$ cat config.mk
export PLATFORM = sky130hd
export DESIGN_NAME = pmod_kypd_scanner
export DESIGN_NICKNAME = d
export VERILOG_FILES = /design/src/rtl/pmod_kypd_scanner.sv
export SDC_FILE = /design/constraint.sdc
export NUM_CORES = 1
export LEC_CHECK = 0
export CAP_MARGIN = 30
export CORE_UTILIZATION = 55
export CTS_BUF_LIST = sky130_fd_sc_hd__clkbuf_8
export DETAILED_ROUTE_END_ITERATION = 10
export MAX_ROUTING_LAYER = met4
export PLACE_DENSITY = 0.87
export SYNTH_ARGS = -nofsm -noshare
export SYNTH_HDL_FRONTEND = slang
export SYNTH_SLANG_ARGS = --single-unit
$ cat constraint.sdc
create_clock -name clk -period 2.6 [get_ports clk]
set_input_delay 0.52 -clock clk [delete_from_list [all_inputs] [get_ports clk]]
set_output_delay 0.52 -clock clk [all_outputs]
set_load 0.02 [all_outputs]
$ cat src/rtl/pmod_kypd_scanner.sv
// Matrix keypad scanner with frame debouncing.
//
// Drives one active-low column at a time and synchronises the active-low rows.
// Each column's rows are sampled once, after the column has had time to settle.
// One sample per column builds a full raw key bitmap (a frame).
// The stable bitmap only updates after DEBOUNCE_FRAMES consecutive identical frames.
//
// Ports:
//   clk           system clock
//   rst_n         synchronous active-low reset
//   row           keypad rows, active low, asynchronous to clk
//   col           keypad columns, one bit low while scanning
//   key_state     debounced bitmap, bit r*NUM_COLS+c set when pressed
//   key_valid     at least one key pressed
//   key_code      code of lowest-index pressed key (holds when none pressed)
//   multi_key     two or more keys pressed
//   press_pulse   key_valid rose, or key_code changed while valid
//   release_pulse key_valid fell
//   frame_done    one-cycle pulse after each raw frame completes
module pmod_kypd_scanner #(
    parameter int unsigned NUM_ROWS        = 4,
    parameter int unsigned NUM_COLS        = 4,
    parameter int unsigned SCAN_TICKS      = 100000,
    parameter int unsigned SETTLE_TICKS    = 8,
    parameter int unsigned DEBOUNCE_FRAMES = 4,
    parameter int unsigned HEX_MAP         = 1
) (
    input  logic                            clk,
    input  logic                            rst_n,
    input  logic [NUM_ROWS-1:0]             row,
    output logic [NUM_COLS-1:0]             col,
    output logic [NUM_ROWS*NUM_COLS-1:0]    key_state,
    output logic                            key_valid,
    output logic [((NUM_ROWS*NUM_COLS > 16) ? $clog2(NUM_ROWS*NUM_COLS) : 4)-1:0] key_code,
    output logic                            multi_key,
    output logic                            press_pulse,
    output logic                            release_pulse,
    output logic                            frame_done
);

    localparam int unsigned NUM_KEYS = NUM_ROWS * NUM_COLS;
    localparam int unsigned CODE_W   = (NUM_KEYS > 16) ? $clog2(NUM_KEYS) : 4;
    localparam int unsigned TICK_W   = $clog2(SCAN_TICKS);
    localparam int unsigned COL_W    = $clog2(NUM_COLS);

    localparam logic [TICK_W-1:0]   TICK_LAST   = TICK_W'(SCAN_TICKS - 1);
    localparam logic [TICK_W-1:0]   TICK_SETTLE = TICK_W'(SETTLE_TICKS);
    localparam logic [COL_W-1:0]    COL_LAST    = COL_W'(NUM_COLS - 1);
    localparam logic [3:0]          DB_MAX      = 4'(DEBOUNCE_FRAMES);
    localparam logic [NUM_COLS-1:0] COL_ONE     = NUM_COLS'(1);
    localparam logic [NUM_KEYS-1:0] KEY_ONE     = NUM_KEYS'(1);
    localparam bit USE_LEGEND = (HEX_MAP == 1) && (NUM_ROWS == 4) && (NUM_COLS == 4);

    typedef enum logic [1:0] {StIdle, StDrive, StSample, StHold} state_e;

    state_e                state_q, state_d;
    logic [TICK_W-1:0]     tick_q, tick_d;
    logic [COL_W-1:0]      col_idx_q, col_idx_d;
    logic [NUM_COLS-1:0]   col_q, col_d;
    logic [NUM_ROWS-1:0]   row_m_q, row_s_q;
    logic [NUM_KEYS-1:0]   raw_q, raw_d;
    logic [NUM_KEYS-1:0]   prev_q, prev_d;
    logic [3:0]            cnt_q, cnt_d;
    logic [NUM_KEYS-1:0]   key_state_q, key_state_d;
    logic                  frame_end;
    logic                  frame_done_q;
    logic                  key_valid_q, key_valid_d;
    logic                  multi_q, multi_d;
    logic [CODE_W-1:0]     key_code_q, key_code_d;
    logic [CODE_W-1:0]     low_idx;
    logic                  press_q, press_d;
    logic                  release_q, release_d;

    // PmodKYPD silkscreen legend, row-major from r0c0.
    function automatic logic [3:0] hex_legend(input logic [3:0] idx);
        logic [3:0] val;
        val = 4'h0;
        case (idx)
            4'd0:  val = 4'h1;
            4'd1:  val = 4'h2;
            4'd2:  val = 4'h3;
            4'd3:  val = 4'hA;
            4'd4:  val = 4'h4;
            4'd5:  val = 4'h5;
            4'd6:  val = 4'h6;
            4'd7:  val = 4'hB;
            4'd8:  val = 4'h7;
            4'd9:  val = 4'h8;
            4'd10: val = 4'h9;
            4'd11: val = 4'hC;
            4'd12: val = 4'h0;
            4'd13: val = 4'hF;
            4'd14: val = 4'hE;
            4'd15: val = 4'hD;
            default: val = 4'h0;
        endcase
        return val;
    endfunction

    // Scan sequencer: tick/column counters and per-column phase.
    always_comb begin
        state_d   = state_q;
        tick_d    = tick_q;
        col_idx_d = col_idx_q;
        col_d     = col_q;
        raw_d     = raw_q;
        frame_end = 1'b0;

        unique case (state_q)
            StIdle: begin
                // First cycle out of reset: start driving column 0 with tick 0.
                tick_d    = '0;
                col_idx_d = '0;
                col_d     = ~COL_ONE;
            end
            StDrive, StSample, StHold: begin
                if (state_q == StSample) begin
                    for (int r = 0; r < NUM_ROWS; r++) begin
                        for (int c = 0; c < NUM_COLS; c++) begin
                            if (COL_W'(c) == col_idx_q) begin
                                raw_d[r*NUM_COLS + c] = ~row_s_q[r];
                            end
                        end
                    end
                end
                if (tick_q == TICK_LAST) begin
                    tick_d    = '0;
                    frame_end = (col_idx_q == COL_LAST);
                    col_idx_d = frame_end ? '0 : col_idx_q + COL_W'(1);
                    col_d     = ~(COL_ONE << col_idx_d);
                end else begin
                    tick_d = tick_q + TICK_W'(1);
                end
            end
            default: begin
                tick_d = '0;
            end
        endcase

        if (tick_d < TICK_SETTLE) begin
            state_d = StDrive;
        end else if (tick_d == TICK_SETTLE) begin
            state_d = StSample;
        end else begin
            state_d = StHold;
        end
    end

    // Frame debounce: count consecutive identical raw frames.
    always_comb begin
        cnt_d       = cnt_q;
        prev_d      = prev_q;
        key_state_d = key_state_q;
        if (frame_end) begin
            if (raw_q == prev_q) begin
                if (cnt_q != DB_MAX) begin
                    cnt_d = cnt_q + 4'd1;
                end
            end else begin
                cnt_d  = 4'd1;
                prev_d = raw_q;
            end
            if (cnt_d == DB_MAX) begin
                key_state_d = raw_q;
            end
        end
    end

    // Lowest set bit index of the stable bitmap.
    always_comb begin
        low_idx = '0;
        for (int i = int'(NUM_KEYS) - 1; i >= 0; i--) begin
            if (key_state_q[i]) begin
                low_idx = CODE_W'(i);
            end
        end
    end

    // Derived outputs, one cycle behind key_state.
    always_comb begin
        key_valid_d = |key_state_q;
        // Clearing the lowest set bit leaves something iff two or more are set.
        multi_d     = (key_state_q & (key_state_q - KEY_ONE)) != '0;
        key_code_d  = key_code_q;
        if (key_valid_d) begin
            key_code_d = USE_LEGEND ? CODE_W'(hex_legend(low_idx[3:0])) : low_idx;
        end
        press_d   = key_valid_d && (!key_valid_q || (key_code_d != key_code_q));
        release_d = !key_valid_d && key_valid_q;
    end

    always_ff @(posedge clk) begin
        if (!rst_n) begin
            state_q      <= StIdle;
            tick_q       <= '0;
            col_idx_q    <= '0;
            col_q        <= '1;
            row_m_q      <= '1;
            row_s_q      <= '1;
            raw_q        <= '0;
            prev_q       <= '0;
            cnt_q        <= '0;
            key_state_q  <= '0;
            frame_done_q <= 1'b0;
            key_valid_q  <= 1'b0;
            multi_q      <= 1'b0;
            key_code_q   <= '0;
            press_q      <= 1'b0;
            release_q    <= 1'b0;
        end else begin
            state_q      <= state_d;
            tick_q       <= tick_d;
            col_idx_q    <= col_idx_d;
            col_q        <= col_d;
            row_m_q      <= row;
            row_s_q      <= row_m_q;
            raw_q        <= raw_d;
            prev_q       <= prev_d;
            cnt_q        <= cnt_d;
            key_state_q  <= key_state_d;
            frame_done_q <= frame_end;
            key_valid_q  <= key_valid_d;
            multi_q      <= multi_d;
            key_code_q   <= key_code_d;
            press_q      <= press_d;
            release_q    <= release_d;
        end
    end

    assign col           = col_q;
    assign key_state     = key_state_q;
    assign key_valid     = key_valid_q;
    assign key_code      = key_code_q;
    assign multi_key     = multi_q;
    assign press_pulse   = press_q;
    assign release_pulse = release_q;
    assign frame_done    = frame_done_q;

endmodule

After elaboration in Yosys (flattened, before gate mapping)
Memories as Yosys holds them, arrays and structs flattened.
Index checks and enable logic that the tools add are counted.
Widths: inputs -> output; s select.
Word-level totals
  register bits: 94
  memories: 1
  bits in read-only memories: 64
  input bits: 6
  output and inout port bits: 29
  word-level logic and storage cells: 97
Cells by class
  shifts and indexed selects: 1
  $lt $le $gt $ge: 1
  add/subtract/negate cells: 4
  bitwise operators: 8
  equality and inequality tests: 14
  muxes and demuxes: 31
  reductions and logical operators: 17
Memories
  (name not given): depth 16, bits a word 4, rd ports 1, clocked after memory_dff 0, wr ports 0, line 78  | case (idx)
Operators by type and width (number)
  $mux 4: 21
  $pmux 17 s2: 1
  $add 17x1->17 const B: 1
  $eq 17x17->1 const B: 1
  $eq 17x4->1 const B: 1
  $lt 17x4->1 const B: 1
  $mux 17: 1
  $and 16x16->16: 1
  $eq 16x16->1: 1
  $reduce_bool 16->1: 1
  $reduce_or 16->1: 1
  $sub 16x1->16 const B: 1
  $reduce_and 3->1: 4
  $pmux 4 s2: 1
  $eq 2x2->1 const B: 3
  $not 1->1: 6
  $add 4x1->4 const B: 1
  $eq 2x2->1 const A: 2
  $eq 4x3->1 const B: 1
  $logic_not 2->1: 2
  $mux 1: 4
  $mux 2: 2
  $ne 4x3->1 const B: 1
  $ne 4x4->1: 1
  13 further kinds: 16

Longest topological paths before layout
Gate-level depths: netlist (run 1).
An unclocked memory read counts as a cell.
  depth in word-level cells: 21
  gate-level depth with buffers: 13
  mapped depth without buffers: 12

Worst setup path after synthesis (run 1)
Ideal clock, no wire load.
  path kind: reg-to-reg
  start: register key_state_q[2], in the netlist key_state[2]
  end: register press_q, in the netlist press_pulse
  arrival: 2.546 ns
  stages on the path, launching flop included: 12
  library setup time: 0.124 ns
  path slack: -0.070 ns
  cell sequence: dfxtp_1 -> clkbuf_1 -> or3_1 -> a221o_1 -> a31o_2 -> and2_1 -> ha_1 -> nand3_1 -> a211oi_1 -> a2bb2oi_1 -> xnor2_1 -> a31oi_1
Between the ends
  longest elaborated chain between the ends: 8
  elaborated cells between the ends (all ways): 9
  those cells by class: eq/ne: 1; mux: 4; reduce/logical: 3; memory: 1
Ends and longest elaborated chain
  from (decl): line 64  | logic [NUM_KEYS-1:0] key_state_q, key_state_d;
  from (signal assigned): line 220  | key_state_q <= key_state_d;
  $mux 4 (3 in series): line 173  | if (key_state_q[i]) begin
  $mem_v2 16x4
  $mux 4: line 185  | if (key_valid_d) begin
  $ne 4x4->1: line 188  | press_d = key_valid_d && (!key_valid_q || (key_code_d != key_code_q));
  $logic_or 1x1->1: line 188
  $logic_and 1x1->1 (*): line 188
  to (signal assigned): line 225  | press_q <= press_d;
  to (decl): line 71  | logic press_q, press_d;
Every way passes the cells marked *; elsewhere a longest branch is shown, timed or not.
A chain may end at the register's enable or synchronous reset.

Worst setup path in the final report (run 1)
Ends and elaborated chain as after synthesis.

==> results.py, run 1 <==
metrics = {
    "run_status": {
        "status": "finished, final reports clean",
    },
    "layout": {
        "final_net_count": 582,
        "syn_to_final_growth_pct": 16.6,
        "fillers": 641,
        "final_layout_size_suffix_gt1_frac": 0.111,
        "diodes": 0,
        "final_util": 0.659,
    },
    "power_and_ir_drop": {
        "vdd_drop_max_uv": 295,
        "power_density_nw_per_um2": 474,
        "leakagePower_nw": 2.05,
    },
    "routing": {
        "dr.pass1.iters": 5,
        "drc": 0,
        "postRouteAntennaNets": 0,
        "dr.first_iter.drc_count": 272,
        "via_per_inst": 5.87,
        "routed_wl_mm": 10.1,
        "wl_per_cell_um": 15.0,
        "num_vias": 3954,
    },
    "synthesis": {
        "synth_top_area_share": 0.407,
        "syn_nets": 550,
        "synth-edff-count": 0,
        "yosysSeqAreaShare": 0.407,
        "async_flop_share": 0,
        "ys_top_cells_by_area": "dfxtp_1 (41%), mux2i_1 (7.1%), nor2_1 (7.1%)",
        "synth-main-ff-cell": "dfxtp_1",
        "post_synth_num_cell_types": 63,
        "synthMostInstantiatedCell": "dfxtp_1",
        "synth_top_area_cell": "dfxtp_1",
        "syn-cell-area_um2": 4620,
        "synth_area_per_cell_um2": 8.68,
        "synth_top_cells_by_count": "dfxtp_1 (94), nor2_1 (88), mux2i_1 (33)",
        "synthCells": 533,
        "synth_warnings": 0,
        "yosys_register_bits": 94,
    },
    "clock_tree": {
        "cts_tree": "yes",
        "ctsLongestPathBuffers": 2,
        "insertion_delay_ns": 0.37,
        "htreeDepth": 3,
        "cts_root_buffer": "clkbuf_8",
        "cts.sinks": 94,
        "clk_pin_slew_worst_paths_ns": 0.08,
        "numCtsBuffers": 9,
        "cts_hold_buffers": 0,
    },
    "floorplanning": {
        "start_util": 0.566,
        "die_w_um": 93.7,
        "coreArea_um2": 8180,
        "dieArea_um2": 8780,
        "chipHeight_um": 93.7,
        "num_rows": 33,
        "ios": 35,
    },
    "grt": {
        "grt_pass1_vias": 3686,
        "grt_pass1_wl_mm": 17.0,
        "grt_max_degree": 54,
        "grt_use_total": 0.253,
        "antenna_found_initial": 0,
        "grt-ovfl-total": 0,
    },
    "timing": {
        "fmax_ghz": 0.405,
        "slew_viol_final": 0,
        "skew_ns": 0.0139,
        "finalSetupViolCount": 0,
        "slew_headroom": 0.531,
        "period_share": 0.949,
        "hold_violations": 0,
        "period_needed_ns": 2.47,
        "tightestPinTransition_ns": 0.696,
        "hold_ws_ns": 0.415,
    },
    "place": {
        "io_buffers": 34,
        "dp_hpwl_mm": 7.11,
        "place_congestion": 0.953,
    },
    "critical_path": {
        "arrival_ns": 2.72,
        "end_kind": "flip-flop",
        "cp_cell_sequence": "or3_1 -> a221o_1 -> a31o_2 -> and2_4 -> ha_4 -> nand3_2 -> a211oi_4 -> a2bb2oi_2 -> xnor2_1 -> a31oi_1",
        "crit_required_ns": 2.85,
        "cp_slowest_cell": "or3_1",
        "crit_path_start_kind": "flip-flop",
        "critPathMaxFanout": 3,
        "path_class": "flip-flop to flip-flop",
        "critPathMaxStageDelay_ns": 0.36,
    },
    "run": {
        "maxCapViolCount": 0,
    },
    "hold_path": {
        "hold_path.class": "flip-flop to flip-flop",
    },
}
==> layout by cell type, fill, tap and decap left out, types with 3 or more instances in the layout <==
cell and instances:
xor2_1 6, dfxtp_1 91, xnor2_1 31, inv_1 11, ha_1 10, and3_1 5, nand2_1 32, nand4_1 15
nor3_1 9, nor2_1 88, dfxtp_2 3, a211oi_1 18, clkdlybuf4s50_1 34, nor4_1 10, nand3_1 11, nor2b_1 3
or3_1 5, o21ai_0 19, o21ai_1 3, o31ai_1 3, or4_1 4, a21oi_1 13, a31oi_1 5, clkbuf_8 9
and2_1 6, mux2i_1 33, nand2b_1 12, buf_4 23
==> cell type report <==
type                       count  area, um2  area share
clock buffer                   9        124      0.0230
clock inverter                 6       87.6      0.0162
inverter                      11       41.3     0.00766
multi-input combinational    391       2590       0.480
sequential                    94       1890       0.350
tap                          105        131      0.0244
timing repair buffer          58        533      0.0989
==> critical path: cells and delay by family, from the launching register on <==
family,cells,cell delay (ns)
xor gates and xnor gates,1,0.13
and+or+nand+nor,3,0.62
AOI/OAI and AO/OA,5,1.04
adders and majority gates,1,0.26
DFF,1,0.32
==> state kept, by name, summed over array words and instances, names as in the netlist <==
| register | flops |
|---|---|
| col_idx_q | 2 |
| row_m_q | 4 |
| tick_q | 17 |
| key_state | 16 |
| cnt_q | 4 |
| state_q | 2 |
| key_valid | 1 |
| press_pulse | 1 |
| key_code | 4 |
| row_s_q | 4 |
| release_pulse | 1 |
| col | 4 |
| frame_done | 1 |
| prev_q | 16 |
| raw_q | 16 |
| multi_key | 1 |
==> cells by family after synthesis <==
kind of cell / after synthesis / share of synthesized area
simple gates: 219 / 0.240
flops: 94 / 0.407
mux: 34 / 0.0739
buf+inv: 48 / 0.0460
xor+xnor: 37 / 0.0701
fa+ha+maj: 13 / 0.0341
compound gates: 88 / 0.129
==> report_power, final <==
| part | leakage [nW] | internal, mW | switching, mW |
|---|---|---|---|
| Combinational | 1.18 | 0.0191 | 0.0311 |
| Sequential | 0.761 | 1.45 | 0.00687 |
| Clock | 0.103 | 0.536 | 0.515 |
| Total | 2.05 | 2.00 | 0.553 |
==> per-layer routing <==
metal  share of wire  wire length [um]  track usage  vias to the layer above
met5               0                 0            -                        -
met4           0.024               241        0.103                        0
met3           0.056               563       0.0453                       25
met2            0.48              4850        0.418                      153
met1            0.44              4490        0.306                     1842
li1                -                 -            -                     1934
==> through the flow <==
stage / setup slack, ns / setup TNS, ns / std cells / total power, mW / area, um2
final: 0.131 / 0 / 674 / 2.56 / 5390
after global routing: -0.0291 / -0.0291 / 674 / 2.63 / 5390
after CTS: 0.0275 / 0 / 673 / 2.57 / 5330
after detailed placement: 0.0432 / 0 / 658 / 1.54 / 5120
after global placement: 0.0953 / 0 / 658 / 1.54 / 5120
after floorplan: 0.000896 / 0 / 533 / 1.52 / 4640
==> final timing paths <==
check                    start     endpoint  slack (ns)  cells past startpoint
setup reg to reg  key_state[2]  press_pulse        0.13                     10
hold reg to reg     row_m_q[2]   row_s_q[2]        0.41                      1
hold / removal      row_m_q[2]   row_s_q[2]        0.41                      1
setup / recovery  key_state[2]  press_pulse        0.13                     10
==> what timing repair did <==
item	4_1_cts	5_1_grt
setup endpoints to repair	0	1
setup buffers	0	1
endpoints found under the hold margin	0	0
gates resized for setup	0	14
Power figures use the tool's default switching activity.
==> inputs of run 2 (changes only) <==
- GPL_TIMING_DRIVEN: default -> 0
- REMOVE_ABC_BUFFERS: default -> 1
- TNS_END_PERCENT: default -> 30
==> run 2 against run 1 <==
Register-to-register slack got worse by 0.12 ns. Count of clock-buffer cells in the layout increased by 1. Sequential power about the same. Non-clock buffer count decreased by 18. Cell count decreased by 2.5%. Via count decreased by 1.6%. Utilization decreased by 1.4 points. Largest power group unchanged. Highest routed layer unchanged.
==> results.py, run 2 (same netlist as run 1, synthesis figures left out) <==
metrics = {
    "run_status": {
        "status": "finished, final reports clean",
    },
    "routing": {
        "dr.first_iter.drc_count": 296,
        "drc": 0,
        "dr.pass1.iters": 5,
        "via_per_inst": 5.92,
        "postRouteAntennaNets": 0,
        "wl_per_cell_um": 14.9,
        "routed_wl_mm": 9.78,
        "num_vias": 3891,
    },
    "critical_path": {
        "ff2ff_path_depth": 10,
        "startpoint": "key_state[2]",
        "end_kind": "flip-flop",
        "crit_path_start_kind": "flip-flop",
        "r2r_start": "key_state[2]",
        "crit_required_ns": 2.84,
        "critPathMaxFanout": 5,
        "rr_endpoint": "press_pulse",
        "arrival_ns": 2.83,
        "path_class": "flip-flop to flip-flop",
        "r2r_slack_ns": 0.01,
    },
    "layout": {
        "largest_register_ffs": 17,
        "layout_common_cells": "nor2_1 (88), dfxtp_1 (87), mux2i_1 (33), clkdlybuf4s50_1 (33), nand2_1 (32)",
        "fin_area_um2": 5280,
        "layout_commonest_cell": "nor2_1",
        "final_net_count": 564,
        "final_util": 0.646,
        "regMostFlops": "tick_q",
        "diodes": 0,
        "fillers": 637,
        "final_layout_size_suffix_gt1_frac": 0.0942,
        "syn_to_final_growth_pct": 14.2,
    },
    "floorplanning": {
        "coreArea_um2": 8180,
        "die_w_um": 93.7,
        "start_util": 0.566,
        "chipHeight_um": 93.7,
        "ios": 35,
        "dieArea_um2": 8780,
        "num_rows": 33,
    },
    "place": {
        "dp_hpwl_mm": 6.66,
        "place_area_um2": 4920,
        "io_buffers": 34,
        "place_congestion": 0.974,
    },
    "clock_tree": {
        "cts.sinks": 94,
        "cts_tree": "yes",
        "cts_root_buffer": "clkbuf_8",
        "numCtsBuffers": 9,
        "htreeDepth": 3,
        "insertion_delay_ns": 0.36,
        "clk_pin_slew_worst_paths_ns": 0.09,
        "ctsLongestPathBuffers": 2,
    },
    "timing": {
        "rsz0062_at_grt": "true",
        "slew_headroom": 0.394,
        "tightestPinTransition_ns": 0.903,
        "hold_violations": 0,
        "fmax_ghz": 0.386,
        "slew_viol_final": 0,
        "finalSetupViolCount": 0,
        "skew_ns": 0.00639,
        "period_share": 0.996,
        "hold_ws_ns": 0.412,
        "period_needed_ns": 2.59,
    },
    "power_and_ir_drop": {
        "seqPwrFrac": 0.589,
        "switching_share": 0.218,
        "comb_power_share": 0.019,
        "vdd_drop_max_uv": 311,
        "internal_power_mw": 1.93,
        "leakagePower_nw": 1.98,
        "p_switching_mw": 0.537,
        "power.share.clock": 0.392,
        "power_density_nw_per_um2": 467,
    },
    "grt": {
        "grt-ovfl-total": 0,
        "antenna_found_initial": 0,
        "grt_use_total": 0.236,
        "grt_max_degree": 55,
        "grt_pass1_wl_mm": 15.9,
        "grt_pass1_vias": 3454,
    },
    "hold_path": {
        "worst_hold_path.num_cells": 1,
        "hold_path.class": "flip-flop to flip-flop",
        "hold_end": "row_s_q[3]",
        "holdCritStartpoint": "row_m_q[3]",
    },
    "run": {
        "maxCapViolCount": 0,
    },
}
-- run 2: changes by cell type in the layout (fill, tap and decap cells not counted), moves of 2 or more --
cell | before | now
dfxtp_1 | 91 | 87
buf_4 | 23 | 4
dfxtp_2 | 3 | 5
dfxtp_4 | 0 | 2
-- run 2: power by group through the flow --
stage / combinational [mW] / sequential (mW) / clock, mW
2_1_floorplan: 0.0231 / 1.49 / 0
3_3_place_gp: 0.0451 / 1.49 / 0
3_5_place_dp: 0.0460 / 1.49 / 0
4_1_cts: 0.0466 / 1.45 / 0.990
5_1_grt: 0.0509 / 1.45 / 1.05
6_report: 0.0463 / 1.45 / 0.967
-- run 2: cell type report --
type	count	area (um2)	share of cell area
inverter	11	43.8	0.00829
tap	105	131	0.0249
sequential	94	1900	0.359
multi-input combinational	391	2600	0.493
clock buffer	10	138	0.0261
timing repair buffer	40	405	0.0768
clock inverter	6	62.6	0.0118
-- run 2: metrics by stage --
| step | total power, mW | cells | setup WS [ns] | TNS [ns] |
|---|---|---|---|---|
| floorplan | 1.51 | 496 | 0.0189 | 0 |
| global placement | 1.53 | 635 | -0.746 | -17.02 |
| detailed placement | 1.53 | 635 | -0.828 | -21.72 |
| CTS | 2.49 | 653 | 0.00145 | 0 |
| global route | 2.55 | 657 | -0.0720 | -0.0720 |
| finish | 2.47 | 657 | 0.0107 | 0 |
-- run 2: repair_timing --
action,in CTS,in global routing
hold buffers,0,0
setup buffers,2,4
setup endpoints to repair,49,36
hold endpoints to repair,0,0
gates resized for setup,11,15
pin swaps,2,3
-- run 2: layer usage --
layer	wire length, um	share of wire	GRT usage
met1	4370	0.45	0.291
met2	4770	0.49	0.387
met3	448	0.046	0.0388
met4	184	0.019	0.0872
met5	0	0	-
-- run 2: worst max-delay path, stage by stage, from the launching register on --
cell	delay [ns]
dfxtp_4	0.37
or3_1	0.35
a221o_1	0.28
a31o_2	0.23
and2_4	0.18
ha_4	0.26
nand3_2	0.07
a211oi_2	0.32
a2bb2oi_2	0.16
xnor2_1	0.15
a31oi_1	0.10
-- run 2: how the worst max path moves through the flow --
stage          slack (ns)  cells after the start     endpoint
2_1_floorplan        0.02                      7    prev_q[0]
3_3_place_gp        -0.75                      5   state_q[1]
3_5_place_dp        -0.83                      5   state_q[1]
4_1_cts             0.001                     10  press_pulse
5_1_grt             -0.07                     11  press_pulse
6_report             0.01                     10  press_pulse
